## config.mk

```make
export PLATFORM = sky130hd
export DESIGN_NAME = uart_tx
export DESIGN_NICKNAME = d
export VERILOG_FILES = /design/src/rtl/uart_tx.sv
export SDC_FILE = /design/constraint.sdc
export NUM_CORES = 1
export LEC_CHECK = 0
export BUFFER_PORTS_ARGS = -buffer_cell sky130_fd_sc_hd__buf_2
export CAP_MARGIN = 20
export CORE_ASPECT_RATIO = 1.5
export CORE_MARGIN = 3
export CORE_UTILIZATION = 35
export DETAILED_ROUTE_END_ITERATION = 10
export GPL_ROUTABILITY_DRIVEN = 0
export HOLD_SLACK_MARGIN = 0.03
export SLEW_MARGIN = 20
export SYNTH_ARGS = -nofsm -noshare
export SYNTH_HDL_FRONTEND = slang
export SYNTH_SLANG_ARGS = --single-unit
```

## constraint.sdc

```tcl
create_clock -name clk -period 4.24 [get_ports clk]
set_clock_uncertainty 0.1 [all_clocks]
set_input_delay 0.424 -clock clk [delete_from_list [all_inputs] [get_ports clk]]
set_output_delay 0.424 -clock clk [all_outputs]
set_load 0.005 [all_outputs]
```

## src/rtl/uart_tx.sv

```systemverilog
// uart_tx: UART transmitter, one start bit, DBIT data bits LSB first,
// optional even parity bit, stop period of SB_tck oversampling ticks.
// Bit timing comes from the shared 16x baud tick s_tck.
// Optional feature macro: UART_TX_PARITY_EN (inserts a PARITY state).
module uart_tx #(
  parameter int DBIT   = 8,
  parameter int SB_tck = 16
) (
  input  logic       clk,
  input  logic       reset,
  input  logic       tx_start,
  input  logic       s_tck,
  input  logic [7:0] din,
  output logic       tx_done_tck,
  output logic       tx_busy,
  output logic       tx
);

`ifdef UART_TX_PARITY_EN
  typedef enum logic [2:0] {IDLE, START, DATA, PARITY, STOP} state_t;
  localparam logic [7:0] DMASK = 8'((1 << DBIT) - 1);
`else
  typedef enum logic [1:0] {IDLE, START, DATA, STOP} state_t;
`endif

  localparam logic [4:0] S_LAST  = 5'd15;
  localparam logic [4:0] SB_LAST = 5'(SB_tck - 1);
  localparam logic [2:0] N_LAST  = 3'(DBIT - 1);

  state_t     state;
  logic [4:0] s;
  logic [2:0] n;
  logic [7:0] b;
  logic       tx_reg;
`ifdef UART_TX_PARITY_EN
  logic       par;
`endif

  // Final stop tick: pulse in the same cycle, state leaves STOP on this edge
  assign tx_done_tck = (state == STOP) && s_tck && (s == SB_LAST);
  assign tx_busy     = (state != IDLE);
  assign tx          = tx_reg;

  // Frame sequencer; tx_reg is loaded with the value of the state being entered
  always_ff @(posedge clk) begin
    if (reset) begin
      state  <= IDLE;
      s      <= '0;
      n      <= '0;
      b      <= '0;
      tx_reg <= 1'b1;
`ifdef UART_TX_PARITY_EN
      par    <= 1'b0;
`endif
    end else begin
      case (state)
        IDLE: begin
          // a tick coincident with acceptance is deliberately not counted
          if (tx_start) begin
            b      <= din;
            s      <= '0;
            state  <= START;
            tx_reg <= 1'b0;
`ifdef UART_TX_PARITY_EN
            par    <= ^(din & DMASK);
`endif
          end
        end
        START: begin
          if (s_tck) begin
            if (s == S_LAST) begin
              s      <= '0;
              n      <= '0;
              state  <= DATA;
              tx_reg <= b[0];
            end else begin
              s <= s + 5'd1;
            end
          end
        end
        DATA: begin
          if (s_tck) begin
            if (s == S_LAST) begin
              s <= '0;
              b <= b >> 1;
              if (n == N_LAST) begin
`ifdef UART_TX_PARITY_EN
                state  <= PARITY;
                tx_reg <= par;
`else
                state  <= STOP;
                tx_reg <= 1'b1;
`endif
              end else begin
                n      <= n + 3'd1;
                tx_reg <= b[1];
              end
            end else begin
              s <= s + 5'd1;
            end
          end
        end
`ifdef UART_TX_PARITY_EN
        PARITY: begin
          if (s_tck) begin
            if (s == S_LAST) begin
              s      <= '0;
              state  <= STOP;
              tx_reg <= 1'b1;
            end else begin
              s <= s + 5'd1;
            end
          end
        end
`endif
        STOP: begin
          if (s_tck) begin
            if (s == SB_LAST) begin
              state <= IDLE;
            end else begin
              s <= s + 5'd1;
            end
          end
        end
        default: begin
          state  <= IDLE;
          tx_reg <= 1'b1;
        end
      endcase
    end
  end

endmodule

```

==> results.cfg <==
[setup_path]
cp_max_fo = 18
crit_type = flop to flop
critPathLaunch = state[0]$_SDFFE_PP0P_
start_kind = flop
worstPathArrival_ns = 2.31
reg2reg_from = state[0]$_SDFFE_PP0P_
worst_path_max_delay_cell = ha_1
crit_end = b[4]$_SDFFE_PP0P_
r2r-end = b[4]$_SDFFE_PP0P_
rr_worst_depth = 6
r2r_setup_slack_ns = 2.01
cp.required_ns = 4.32
worstSetupEndpointType = flop
crit_chain = inv_1 -> ha_1 -> mux2i_1 -> a21oi_4 -> nor2_1 -> a211oi_2
max_stage_delay_ns = 0.68

[clock_tree]
clock-root-buffer = clkbuf_8
clockBufferDepth = 2
post_cts_buffers = 0
clk_pin_slew_ns = 0.07
cts_tree = done
clock_latency_ns = 0.25
cts_resized = 0
cts.sinks = 19
holdBufCountCts = 0
htree_levels = 1
numCtsBuffers = 3

[finish]
nets = 159
largest_register_ffs = 8
stdcell_count = 175
reg_top3 = b (8), s (5), n (3)
insertedDiodeCount = 0
drive_gt1_share_pct = 21.3
syn2layout_area_growth_pct = 11.5
largest_register = b
filler_cell_count = 332

[synth]
syn_area_sq_mm = 0.00113
ys_seq_elements = 19
synth.distinct_cells = 38
yosys_warnings = 0
syn_area_per_cell_sq_um = 9.18
synth_edf_count = 0
synth-main-ff-cell = dfxtp_1
synthCells = 123
seq_area_frac_synth_pct = 33.7
synthArstFlopShare_pct = 0
syn-num-nets = 145

[timing]
layout_min_cycle_time_ns = 2.23
slew_violations = 0
setup_viol_count_final = 0
worst_hold_slack_ns = 0.361
fin_tns_setup_ns = 0
hold_viol_final = 0
rsz0062_at_grt = false
relSlewSlack_pct = 46.4
period_share_pct = 52.6
tightest_slew_ns = 0.803
setup_slack_ns = 2.01
fmax_mhz = 448

[floorplanning]
fp-row-count = 24
io_pins = 15
start_util_pct = 37.6
die_area_sq_mm = 0.00396
die_w_um = 52.4
die_height_um = 75.5
core_sq_mm = 0.00300

[route]
drc = 0
ant_nets = 0
first_pass_iters = 4
wire_per_inst_um = 12.9
via_count = 923
drt-total-wl_um = 2260
drtIter0Drc = 19
routed_via_density = 5.27

[power_and_ir_drop]
fin_total_pwr_mw = 0.685
p_sw_share_pct = 39.0
p_int_mw = 0.418
power.switching_mw = 0.267
pwr-share-comb_pct = 45.2
p_leak_nw = 0.531
cellPowerDensity_mw_per_mm2 = 544
pwr-share-clk_pct = 18.5
share_seq_of_total_power_pct = 36.3
irDropWorstVdd_mv = 0.340

[place]
post-place-cells = 171
port_buffers = 14
pre_cts_slack_ns = 2.04
place_hpwl_um = 1750

[grt]
grt_pass1_wl_um = 3720
grt_pass1_vias = 900
grt_remaining_overflow = 0
grt_util_all_layers_pct = 12.1
antenna_found_initial = 0
grt_max_degree = 19

[flow_run]
maxCapViolations = 0

[status]
status = completed

[min_path]
min_path_type = input pin to flop
## per-layer routing
metal | up-vias | global-route usage, % | share of wire (%)
li1 | 466 | - | -
met1 | 430 | 13.6 | 45
met2 | 21 | 20.9 | 48
met3 | 6 | 2.94 | 4.7
met4 | 0 | 6.53 | 2.2
met5 | - | 0 | 0
## cell families after synthesis
group | count (synthesis) | share of synthesized area, %
DFF | 19 | 33.7
adders and majority gates | 10 | 11.1
buffers and inverters | 13 | 5.76
and+or+nand+nor | 42 | 18.5
muxes | 12 | 10.6
AOI/OAI and AO/OA | 27 | 20.3
## placed cells by master (no fill, tap or decap), types with 2 or more instances in the layout
cell	count
o21ai_0	5
a211oi_2	3
mux2i_1	12
ha_1	10
clkbuf_8	3
a21oi_1	2
buf_2	14
nor2_1	13
dfxtp_1	19
a211oi_1	4
inv_1	8
nand2b_1	2
nand3_1	4
nand2_1	11
a22oi_1	4
## cell usage after synthesis, types with 2 or more instances
cell      count  area, sq um
dfxtp_1      19          380
nand2_1      11         41.3
a211oi_1      4         30.0
o21ai_0       5         25.0
nand3_1       4         20.0
a211oi_2      3         37.5
ha_1         10          125
mux2i_1      12          120
inv_1         8         30.0
a22oi_1       4         30.0
buf_4         2         15.0
a21oi_1       2         10.0
nand2b_1      2         12.5
nor2_1       13         48.8
## worst max-delay path, delay by kind of cell, from the launching register on
family,cells,cell delay (ns)
fa+ha+maj,1,0.68
compound gates,2,0.60
flops,1,0.34
mux,1,0.23
simple gates,1,0.10
buf+inv,1,0.09
## worst min-delay path by stage
stage                              endpoint  depth (start not counted)               from  slack, ns
final                     b[7]$_SDFFE_PP0P_                          3             din[7]       0.36
after global placement    b[7]$_SDFFE_PP0P_                          2  b[7]$_SDFFE_PP0P_       0.37
after global routing      b[7]$_SDFFE_PP0P_                          3             din[7]       0.37
after CTS                 b[7]$_SDFFE_PP0P_                          3             din[7]       0.36
after floorplan           b[7]$_SDFFE_PP0P_                          2  b[7]$_SDFFE_PP0P_       0.35
after detailed placement  s[4]$_SDFFE_PP0P_                          2  s[4]$_SDFFE_PP0P_       0.37
## power groups by stage
stage / Sequential (mW) / Clock, mW / Combinational, mW
2_1_floorplan: 0.247 / 0 / 0.263
3_3_place_gp: 0.251 / 0 / 0.296
4_1_cts: 0.250 / 0.131 / 0.310
6_report: 0.249 / 0.127 / 0.309
5_1_grt: 0.255 / 0.137 / 0.339
3_5_place_dp: 0.253 / 0 / 0.307
## stage by stage
stage | instance area [sq um] | util (%)
after floorplan | 1130 | -
after global placement | 1210 | 40.4
after detailed placement | 1210 | 40.4
after CTS | 1260 | 41.9
after global routing | 1260 | 41.9
final | 1260 | 41.9
## layout make-up
class | count | area (sq um) | share of cell area [%]
clock buffer | 3 | 41.3 | 3.28
clock inverter | 1 | 5.00 | 0.398
inverter | 8 | 30.0 | 2.39
multi-input combinational | 91 | 683 | 54.3
sequential | 19 | 380 | 30.2
tap | 39 | 48.8 | 3.88
timing repair buffer | 14 | 70.1 | 5.57
(Power assumes the default switching activity.)
